$ cat src/rtl/lc_ram_arbiter.sv
// Round-robin arbiter giving two requesters one-at-a-time access to a single-port-style
// RAM with one-cycle read latency; each transaction ends with a one-cycle ack pulse.
module lc_ram_arbiter #(
    parameter int unsigned AW = 7,
    parameter int unsigned DW = 12
) (
    input  logic          clk,
    input  logic          reset,
    input  logic          a_req,
    input  logic          a_we,
    input  logic [AW-1:0] a_addr,
    input  logic [DW-1:0] a_wdata,
    output logic          a_ack,
    output logic [DW-1:0] a_rdata,
    input  logic          b_req,
    input  logic          b_we,
    input  logic [AW-1:0] b_addr,
    input  logic [DW-1:0] b_wdata,
    output logic          b_ack,
    output logic [DW-1:0] b_rdata,
    output logic [AW-1:0] ram_raddr,
    output logic [AW-1:0] ram_waddr,
    output logic [DW-1:0] ram_wdata,
    output logic          ram_wen,
    input  logic [DW-1:0] ram_rdata,
    output logic          busy
);

    typedef enum logic [1:0] {
        IDLE   = 2'd0,
        ACCESS = 2'd1,
        RWAIT  = 2'd2,
        DONE   = 2'd3
    } state_t;

    state_t state_r;
    state_t next_state_s;
    logic   start_s;
    logic   grant_b_s;
    logic   last_grant_r;   // 1 = B granted last
    logic   win_b_r;        // 1 = B owns the transaction in flight
    logic   we_r;

    // State register
    always_ff @(posedge clk) begin
        if (reset) begin
            state_r <= IDLE;
        end else begin
            state_r <= next_state_s;
        end
    end

    // Next-state and arbitration decision
    always_comb begin
        next_state_s = state_r;
        start_s      = 1'b0;
        grant_b_s    = 1'b0;
        case (state_r)
            IDLE: begin
                if (a_req || b_req) begin
                    start_s      = 1'b1;
                    // on a tie, B wins only if A was granted last
                    grant_b_s    = b_req && (!a_req || !last_grant_r);
                    next_state_s = ACCESS;
                end else begin
                    next_state_s = IDLE;
                end
            end
            ACCESS: begin
                if (we_r) begin
                    next_state_s = DONE;
                end else begin
                    next_state_s = RWAIT;
                end
            end
            RWAIT:   next_state_s = DONE;
            DONE:    next_state_s = IDLE;
            default: next_state_s = IDLE;
        endcase
    end

    // Transaction latch, RAM drive, read capture and ack generation
    always_ff @(posedge clk) begin
        if (reset) begin
            last_grant_r <= 1'b1;
            win_b_r      <= 1'b0;
            we_r         <= 1'b0;
            ram_raddr    <= {AW{1'b0}};
            ram_waddr    <= {AW{1'b0}};
            ram_wdata    <= {DW{1'b0}};
            ram_wen      <= 1'b0;
            a_ack        <= 1'b0;
            b_ack        <= 1'b0;
            a_rdata      <= {DW{1'b0}};
            b_rdata      <= {DW{1'b0}};
            busy         <= 1'b0;
        end else begin
            // RAM outputs are loaded on entry to ACCESS, so they line up with that cycle
            if (start_s) begin
                last_grant_r <= grant_b_s;
                win_b_r      <= grant_b_s;
                we_r         <= grant_b_s ? b_we : a_we;
                ram_raddr    <= grant_b_s ? b_addr : a_addr;
                ram_waddr    <= grant_b_s ? b_addr : a_addr;
                ram_wdata    <= grant_b_s ? b_wdata : a_wdata;
                ram_wen      <= grant_b_s ? b_we : a_we;
            end else begin
                ram_wen      <= 1'b0;
            end
            if (state_r == RWAIT) begin
                if (win_b_r) begin
                    b_rdata <= ram_rdata;
                end else begin
                    a_rdata <= ram_rdata;
                end
            end
            a_ack <= (next_state_s == DONE) && !win_b_r;
            b_ack <= (next_state_s == DONE) && win_b_r;
            busy  <= (next_state_s != IDLE);
        end
    end

endmodule

$ cat config.mk
export PLATFORM = sky130hd
export DESIGN_NAME = lc_ram_arbiter
export DESIGN_NICKNAME = d
export VERILOG_FILES = /design/src/rtl/lc_ram_arbiter.sv
export SDC_FILE = /design/constraint.sdc
export NUM_CORES = 1
export LEC_CHECK = 0
export CAP_MARGIN = 0
export CORE_MARGIN = 5
export CORE_UTILIZATION = 30
export CTS_BUF_LIST = sky130_fd_sc_hd__clkbuf_8
export CTS_CLUSTER_DIAMETER = 80
export DETAILED_ROUTE_END_ITERATION = 16
export GPL_ROUTABILITY_DRIVEN = 0
export SYNTH_ARGS = -nofsm -noshare
export SYNTH_HDL_FRONTEND = slang
export SYNTH_SLANG_ARGS = --single-unit
$ cat constraint.sdc
create_clock -name clk -period 2.9 [get_ports clk]
set_input_delay 0.58 -clock clk [delete_from_list [all_inputs] [get_ports clk]]
set_output_delay 0.58 -clock clk [all_outputs]
set_load 0.02 [all_outputs]
==> out/qor.yml <==
outcome:
  outcome: "complete, no violations"
global_route:
  grt_pass1_vias: 2108
  antenna_found_initial: 0
  grt_usage_pct: 13.6
  grt_max_degree: 34
  grt_pass1_wl_mm: 10.7
  overflow: 0
synth:
  yosysTopAreaCell: "dfxtp_1"
  syn_nets: 321
  yosysSeqAreaShare_pct: 46.1
  syn_area_um2: 2260
  postSynthAreaPerCell_um2: 8.64
  ys_seq_elements: 52
  synth_cells: 261
  synth_top_area_share_pct: 46.1
  synthTopCellsByArea: "dfxtp_1 46%, a2111oi_1 8.4%, nand2_1 8.2%, a2111oi_0 7.4%, a21oi_1 5.5%"
  ys_warn_count: 0
  synth.distinct_cells: 34
die:
  start_util_pct: 30.9
  die_w_um: 96.7
  die_area_um2: 9350
  core-area_um2: 7290
  ios: 110
  fp.dieH_um: 96.7
  fp-row-count: 31
finish:
  finalNonFillerCells: 452
  synthToLayoutAreaGrowth_pct: 49.7
  fin_nets: 413
  final_common_cell: "clkdlybuf4s50_1"
  drive_above_1_share_pct: 3.68
  nFillCells: 742
  final_cell_mix: "108 x clkdlybuf4s50_1, 52 x dfxtp_1, 49 x nand2_1, 26 x inv_1, 25 x a21oi_1"
  antenna_cells: 0
timing:
  rsz0062_at_grt: "no"
  timing.fmax_ghz: 0.500
  min_period_over_period_pct: 69.0
  tightest_slew_ns: 0.964
  setup_viol: 0
  slew_violations: 0
  fin_skew_ns: 0.00479
  timing.slew.headroom_pct: 35.6
  hold_viol: 0
  setup_tns_ns: 0
  min_period_ns: 2.00
cts:
  clockBufferDepth: 2
  postCtsSetupBuffers: 0
  cts_resized: 0
  cts_sinks: 52
  path_clk_slew_ns: 0.09
  cts_tree: "done"
  hold_buffers: 0
  insertion_delay_ns: 0.30
  cts_root_buffer: "clkbuf_8"
  cts.htree.levels: 2
  cts_buffers: 5
worst_setup_path:
  crit_chain: "clkdlybuf4s50_1, o21a_2, nor2_1, a2111oi_1"
  required_ns: 3.08
  path_class: "primary input to flip-flop"
  critPathArrivalTime_ns: 2.18
  endpoint_kind: "flip-flop"
  cpPeakStageDelay_ns: 0.68
  critPathLaunchType: "primary input"
  slowest_stage: "clkdlybuf4s50_1"
  path_max_fanout: 21
run:
  cap_violations: 0
route:
  wl_met2_mm: 3.40
  wl_met1_mm: 2.97
  vias: 2163
  top_layer: "met4"
  vias_per_cell: 4.79
  drtAntennaViolNets: 0
  wl_per_cell_um: 14.8
  drcViolationCount: 0
  wl_mm: 6.70
  drt_pass1_iterations: 4
  wl_met3_um: 238
  drtIter0Drc: 68
pwr:
  power.leakage_nw: 1.22
  power.density_nw_per_um2: 638
  finalPower_mw: 2.15
  ir_drop_uv: 303
placement:
  port_buffers: 109
  dpl.cell_count: 445
  hpwl_mm: 4.79
min_path:
  worstHoldPathType: "flip-flop to flip-flop"
==> state kept, by name, indices dropped and copies added, names as in the netlist, 2 cells and up <==
register / flops
a_rdata: 12
ram_waddr: 7
b_rdata: 12
state_r: 2
ram_wdata: 12
==> final timing paths <==
| check | startpoint | end | slack (ns) | cells after the start |
|---|---|---|---|---|
| setup / recovery | b_req | ram_wdata[6] | 0.90 | 4 |
| hold / removal | b_rdata[3] | b_rdata[3] | 0.46 | 2 |
| setup reg to reg | state_r[0] | ram_waddr[4] | 1.07 | 5 |
| hold reg to reg | b_rdata[3] | b_rdata[3] | 0.46 | 2 |
==> through the flow <==
step | utilization [%] | cell area (um^2) | worst slack, ns | hold WS [ns]
final | 46.3 | 3380 | 0.899 | 0.460
after detailed placement | 45.2 | 3300 | 0.571 | 0.448
after CTS | 46.3 | 3380 | 0.876 | 0.461
after floorplan | - | 2260 | 1.37 | 0.476
after global placement | 45.2 | 3300 | 0.657 | 0.442
after global routing | 46.3 | 3380 | 0.750 | 0.486
==> cells in the mapped netlist, drive strengths merged <==
cell           instances
clkdlybuf4s18          1
o21ai                  2
a32oi                  1
nor2b                  1
and3                   1
dfxtp                 52
inv                   25
ha                     4
o211a                  1
nand3                  1
nor4                   1
nand2b                 1
and3b                  1
clkbuf                10
o21a                   1
buf                   15
nor2                  23
and2                   1
clkinv                 1
a2111oi               38
a21oi                 25
nand4                  1
a211oi                 1
nand2                 50
a311oi                 1
a211o                  1
a31o                   1
==> power by group <==
group	internal [mW]	leakage (nW)	switching [mW]
combinational	0.386	0.748	0.479
clock	0.161	0.0452	0.232
sequential	0.829	0.426	0.0647
==> final cells by class <==
type | instances | area [um^2] | share of cell area, %
flip-flops and latches | 52 | 1040 | 30.8
inverters | 26 | 97.6 | 2.89
clock inverters | 2 | 8.76 | 0.259
clock buffers | 5 | 68.8 | 2.04
multi-input cells | 157 | 936 | 27.7
well taps | 99 | 124 | 3.67
repair buffers | 111 | 1100 | 32.6
==> logic make-up (layout without fill, tap and decap cells) <==
| logic type | count (synthesis) | in the layout | share of synthesized area, % |
|---|---|---|---|
| simple gates | 81 | 81 | 14.8 |
| buf+inv | 52 | 144 | 12.4 |
| fa+ha+maj | 4 | 4 | 2.22 |
| flops | 52 | 52 | 46.1 |
| compound gates | 72 | 72 | 24.5 |
==> critical path, delay by kind of cell <==
kind | cells | cell delay [ns]
simple gates | 1 | 0.07
buf+inv | 1 | 0.68
compound gates | 2 | 0.84
==> layer usage <==
| metal | up-vias | track usage [%] |
|---|---|---|
| met5 | - | 0 |
| met3 | 5 | 3.02 |
| met4 | 0 | 4.21 |
| met2 | 44 | 23.5 |
| met1 | 1029 | 16.9 |
| li1 | 1085 | - |
(Power assumes the default switching activity.)
